**config.mk**
```make
export PLATFORM = sky130hd
export DESIGN_NAME = clock_divider_bank
export DESIGN_NICKNAME = d
export VERILOG_FILES = /design/src/rtl/clkdiv_pkg.sv /design/src/rtl/clkdiv_channel.sv /design/src/rtl/clock_divider_bank.sv
export SDC_FILE = /design/constraint.sdc
export NUM_CORES = 1
export LEC_CHECK = 0
export ABC_AREA = 1
export CAP_MARGIN = 10
export CORE_ASPECT_RATIO = 0.5
export CORE_MARGIN = 4
export CORE_UTILIZATION = 62
export CTS_CLUSTER_SIZE = 24
export DETAILED_ROUTE_END_ITERATION = 7
export PLACE_DENSITY_LB_ADDON = 0.08
export SLEW_MARGIN = 15
export SYNTH_ARGS = -nofsm -noshare
export SYNTH_HDL_FRONTEND = slang
export SYNTH_HIERARCHICAL = 1
export SYNTH_SLANG_ARGS = --single-unit
export TNS_END_PERCENT = 5
```
**constraint.sdc**
```tcl
create_clock -name clk5MHz -period 2.4 [get_ports clk5MHz]
set_clock_uncertainty 0.1 [all_clocks]
set_input_delay 0.48 -clock clk5MHz [delete_from_list [all_inputs] [get_ports clk5MHz]]
set_output_delay 0.48 -clock clk5MHz [all_outputs]
set_load 0.02 [all_outputs]
```
**src/rtl/clkdiv_pkg.sv**
```systemverilog
// Shared constants for the clock divider bank: default widths, 5 MHz rate limits and
// a helper that packs per-channel default limits into one vector.
package clkdiv_pkg;

    localparam int unsigned DEF_CNT_W  = 23;
    localparam int unsigned DEF_NUM_CH = 3;

    // Half-period limits for a 5 MHz clock (half-period = limit + 1 cycles).
    localparam int unsigned LIM_500HZ = 4999;
    localparam int unsigned LIM_1P5HZ = 1666667;
    localparam int unsigned LIM_2S    = 4999999;

    function automatic logic [DEF_NUM_CH*DEF_CNT_W-1:0] build_default_limit(
        input int unsigned lim0,
        input int unsigned lim1,
        input int unsigned lim2
    );
        logic [DEF_NUM_CH*DEF_CNT_W-1:0] vec;
        vec = '0;
        vec[0*DEF_CNT_W +: DEF_CNT_W] = lim0[DEF_CNT_W-1:0];
        vec[1*DEF_CNT_W +: DEF_CNT_W] = lim1[DEF_CNT_W-1:0];
        vec[2*DEF_CNT_W +: DEF_CNT_W] = lim2[DEF_CNT_W-1:0];
        return vec;
    endfunction

    localparam logic [DEF_NUM_CH*DEF_CNT_W-1:0] DEF_LIMIT_VEC =
        build_default_limit(LIM_500HZ, LIM_1P5HZ, LIM_2S);

endpackage

```
**src/rtl/clkdiv_channel.sv**
```systemverilog
// One divider channel: half-period counter, active and pending limit, registered
// square output and rising-edge tick.
module clkdiv_channel
    import clkdiv_pkg::*;
#(
    parameter int unsigned      CNT_W         = DEF_CNT_W,
    parameter logic [CNT_W-1:0] DEFAULT_LIMIT = '0
) (
    input  logic             clk_i,
    input  logic             rst_i,
    input  logic             enable_i,
    input  logic             restart_i,
    input  logic             load_i,
    input  logic [CNT_W-1:0] load_value_i,
    output logic             clk_out_o,
    output logic             tick_o
);

    logic [CNT_W-1:0] count_q, count_d;
    logic [CNT_W-1:0] limit_q, limit_d;
    logic [CNT_W-1:0] pend_q, pend_d;
    logic             pend_v_q, pend_v_d;
    logic             clk_out_q, clk_out_d;
    logic             tick_q, tick_d;

    logic             wrap;
    logic [CNT_W-1:0] next_limit;

    assign wrap = enable_i && (count_q == limit_q);

    // A load coinciding with a wrap or restart bypasses the pending slot.
    assign next_limit = load_i ? load_value_i : (pend_v_q ? pend_q : limit_q);

    always_comb begin
        count_d   = count_q;
        limit_d   = limit_q;
        pend_d    = pend_q;
        pend_v_d  = pend_v_q;
        clk_out_d = clk_out_q;
        tick_d    = 1'b0;

        if (restart_i) begin
            count_d   = '0;
            clk_out_d = 1'b0;
            limit_d   = next_limit;
            pend_v_d  = 1'b0;
        end else if (wrap) begin
            count_d   = '0;
            clk_out_d = ~clk_out_q;
            tick_d    = ~clk_out_q;
            limit_d   = next_limit;
            pend_v_d  = 1'b0;
        end else begin
            if (enable_i) begin
                count_d = count_q + {{(CNT_W-1){1'b0}}, 1'b1};
            end
            if (load_i) begin
                pend_d   = load_value_i;
                pend_v_d = 1'b1;
            end
        end
    end

    always_ff @(posedge clk_i) begin
        if (rst_i) begin
            count_q   <= '0;
            limit_q   <= DEFAULT_LIMIT;
            pend_q    <= '0;
            pend_v_q  <= 1'b0;
            clk_out_q <= 1'b0;
            tick_q    <= 1'b0;
        end else begin
            count_q   <= count_d;
            limit_q   <= limit_d;
            pend_q    <= pend_d;
            pend_v_q  <= pend_v_d;
            clk_out_q <= clk_out_d;
            tick_q    <= tick_d;
        end
    end

    assign clk_out_o = clk_out_q;
    assign tick_o    = tick_q;

endmodule

```
**src/rtl/clock_divider_bank.sv**
```systemverilog
// Multi-channel clock divider on the 5 MHz system clock; each channel is an
// independent clkdiv_channel with its own enable, restart and loadable limit.
module clock_divider_bank
    import clkdiv_pkg::*;
#(
    parameter int unsigned              NUM_CH        = DEF_NUM_CH,
    parameter int unsigned              CNT_W         = DEF_CNT_W,
    parameter logic [NUM_CH*CNT_W-1:0]  DEFAULT_LIMIT = DEF_LIMIT_VEC
) (
    input  logic              clk5MHz,
    input  logic              rst,
    input  logic [NUM_CH-1:0] enable,
    input  logic [NUM_CH-1:0] restart,
    input  logic [NUM_CH-1:0] load,
    input  logic [CNT_W-1:0]  load_value,
    output logic [NUM_CH-1:0] clk_out,
    output logic [NUM_CH-1:0] tick
);

    for (genvar i = 0; i < NUM_CH; i++) begin : g_ch
        clkdiv_channel #(
            .CNT_W        (CNT_W),
            .DEFAULT_LIMIT(DEFAULT_LIMIT[i*CNT_W +: CNT_W])
        ) u_channel (
            .clk_i       (clk5MHz),
            .rst_i       (rst),
            .enable_i    (enable[i]),
            .restart_i   (restart[i]),
            .load_i      (load[i]),
            .load_value_i(load_value),
            .clk_out_o   (clk_out[i]),
            .tick_o      (tick[i])
        );
    end

endmodule

```
==> results of run 1 <==
-- stage by stage --
step                      setup WS [ps]  cells  utilization, %  area [µm²]
after global routing               79.3   2126            72.8       12900
after floorplan                     563   1837               -       11400
after detailed placement          -68.9   2089            68.6       12100
final                               280   2126            72.8       12900
after CTS                           309   2126            72.8       12900
after global placement             26.8   2089            68.6       12100
-- worst max-delay path, cell delays in order (launching register included) --
cell     delay [ps]
dfxtp_1         460
inv_2            40
nand2_1          80
nand2_1          60
nor2_1          100
nand2_1          60
nor2_1          230
nand3_2         170
buf_4           190
nand3_4         280
nand2_1         100
nand2_1          80
nor2_1           40
-- cells in the mapped netlist --
cell type,n,share of area (%)
a21oi_1,60,2.6
nor3_2,1,0.088
xor2_1,38,2.9
nor4_1,15,0.83
or2_0,1,0.055
buf_2,17,0.75
o21ai_0,42,1.8
clkinv_1,4,0.13
inv_2,33,1.1
nor2_1,288,9.5
ha_1,3,0.33
nor2_2,9,0.50
nand3_4,3,0.46
buf_4,6,0.40
nand3_1,99,4.4
or2_2,3,0.17
dfxtp_1,216,38
o22ai_1,2,0.11
nor3_1,35,1.5
clkbuf_1,34,1.1
buf_8,1,0.13
nand2_4,4,0.40
nand3_2,4,0.35
or2_1,1,0.055
nand2_2,4,0.22
buf_6,6,0.59
nand4_1,61,3.4
inv_1,182,6.0
nand2_1,660,22
buf_1,3,0.099
a31oi_1,2,0.11
-- path summary, 6_finish.rpt --
check                                             from                                   endpoint  slack, ps  depth (start not counted)
min reg2reg    g_ch[0].u_channel/pend_v_q$_SDFFE_PP0P_    g_ch[0].u_channel/pend_v_q$_SDFFE_PP0P_        350                          2
min            g_ch[0].u_channel/pend_v_q$_SDFFE_PP0P_    g_ch[0].u_channel/pend_v_q$_SDFFE_PP0P_        350                          2
max          g_ch[0].u_channel/count_q[7]$_SDFFE_PP0P_  g_ch[0].u_channel/pend_q[19]$_SDFFE_PP0P_        280                         12
max reg2reg  g_ch[0].u_channel/count_q[7]$_SDFFE_PP0P_  g_ch[0].u_channel/pend_q[19]$_SDFFE_PP0P_        280                         12
-- power by group through the flow --
stage / Combinational [mW] / Clock, mW / Sequential, mW
floorplan: 0.677 / 0 / 3.89
global placement: 0.939 / 0 / 3.93
detailed placement: 0.965 / 0 / 3.93
CTS: 0.977 / 3.56 / 3.85
global route: 1.12 / 3.71 / 3.87
finish: 0.993 / 3.51 / 3.86
-- cells by family (layout without fill, tap and decap cells) --
logic type,after synthesis,after routing,share of synthesized area [%]
simple gates,1188,1188,43.7
buf+inv,286,341,10.3
flops,216,216,38.0
compound gates,106,106,4.71
xor+xnor,38,38,2.93
fa+ha+maj,3,3,0.330
-- registers in the layout, summed over array words and instances, names as in the netlist --
| signal | count |
|---|---|
| g_ch.u_channel/count_q | 69 |
| g_ch.u_channel/clk_out_o | 3 |
| g_ch.u_channel/tick_o | 3 |
| g_ch.u_channel/pend_q | 69 |
| g_ch.u_channel/limit_q | 69 |
| g_ch.u_channel/pend_v_q | 3 |
-- cell type report --
type                            instances  area, µm²  share of cell area (%)
Clock buffer                           29        616                    4.78
Clock inverter                          8        119                   0.923
Inverter                              219        822                    6.38
Multi-Input combinational cell       1335       5870                    45.6
Sequential cell                       216       4320                    33.6
Tap cell                              234        293                    2.27
Timing Repair Buffer                   85        836                    6.49
-- routing by layer --
| metal | vias to the layer above | share of wire (%) |
|---|---|---|
| li1 | 5793 | - |
| met1 | 5117 | 46 |
| met2 | 491 | 42 |
| met3 | 78 | 8.8 |
| met4 | 0 | 2.7 |
| met5 | - | 0 |
==> flow_metrics.py, run 1 <==
metrics = {
    "grt": {
        "grt_pass1_vias": 10400,
        "grt_usage_pct": 30.0,
        "met1_usage_pct": 44.0,
        "grt-busiest-layer": "met2",
        "antenna_found_initial": 0,
        "grt_first_pass_wirelength_mm": 51.0,
        "grt_start_max_net_pins": 48,
        "grt_remaining_overflow": 0,
        "use_met3_pct": 6.23,
        "grt.met2_usage_pct": 44.6,
    },
    "sta": {
        "holdWs_ps": 353,
        "max_freq_mhz": 472,
        "worst_slew_pin_slew_ps": 522,
        "post-route-period-util_pct": 88.3,
        "final-hold-violation-count": 0,
        "drv_slew": 0,
        "tns_ps": 0,
        "min_period_ps": 2120,
        "relSlewSlack_pct": 64.9,
        "setup_viol": 0,
        "rsz0062_at_grt": "false",
    },
    "layout": {
        "final_cell_mix": "660 x nand2_1, 288 x nor2_1, 216 x dfxtp_1",
        "fin_nets": 1915,
        "final_common_cell": "nand2_1",
        "final_layout_size_suffix_gt1_share_pct": 7.51,
        "syn_to_final_growth_pct": 13.3,
        "diodes": 0,
        "fillers": 1478,
    },
    "cts": {
        "clkTransAtPathRegs_ps": 70,
        "htreeDepth": 1,
        "cts_sinks": 216,
        "cts-root-buf": "clkbuf_16",
        "numCtsBuffers": 21,
        "cts.repair.resized": 0,
        "post-cts-setup-buffers": 0,
        "clock_latency_ps": 500,
        "postCtsHoldBufs": 0,
        "tritoncts": "done",
        "cts_buffer_depth": 3,
    },
    "power_and_ir_drop": {
        "ir_worst_vdd_mv": 0.564,
        "seqPwrFrac_pct": 46.1,
        "total_power_mw": 8.36,
        "p_clk_share_pct": 42.0,
        "switching_share_pct": 25.6,
        "p_sw_mw": 2.14,
        "power_density_nw_per_um2": 649,
        "power_frac_comb_pct": 11.9,
        "power.leakage_nw": 5.96,
        "internal_power_mw": 6.22,
    },
    "detailed_routing": {
        "drc": 0,
        "routedWlPerCell_um": 15.0,
        "drt_pass1_iterations": 6,
        "vias_per_cell": 5.40,
        "route.vias.total": 11500,
        "wl_mm": 31.9,
        "ant_nets": 0,
        "drt-initial-drc-count": 1170,
    },
    "synth": {
        "yosys_warnings": 6,
        "syn_area_per_cell_um2": 6.19,
        "synth.distinct_cells": 31,
        "ys_ff_latch": 216,
        "synthesis.instances": 1837,
        "syn_nets": 1874,
        "syn_area_um2": 11400,
        "yosysSeqAreaShare_pct": 38.0,
    },
    "die": {
        "num_io_pins": 40,
        "fp.dieH_um": 104,
        "core.rowCount": 34,
        "fp.dieW_um": 200,
        "die-area_um2": 20700,
        "start_util_pct": 64.2,
        "core_area_um2": 17700,
    },
    "setup_path": {
        "crit_fanout": 39,
        "required_ps": 2690,
        "startpoint_type": "flip-flop",
        "arrival_ps": 2410,
        "crit_type": "flip-flop to flip-flop",
        "endpoint_kind": "flip-flop",
    },
    "placement": {
        "finalWeightedCongestion": 0.985,
        "hpwl_mm": 23.7,
        "io_buffers": 39,
    },
    "hold_path": {
        "hold_class": "flip-flop to flip-flop",
    },
    "outcome": {
        "status": "completed",
    },
    "flow_run": {
        "cap_violations": 0,
    },
}
No activity file was read; power rests on OpenSTA's default activity.
==> run 2: changes to the inputs <==
- CAP_MARGIN: 10 -> 20
- SKIP_CTS_REPAIR_TIMING: unset -> 1
==> results of run 2 <==
No change in the layout: final DEF, timing and power equal those of run 1.
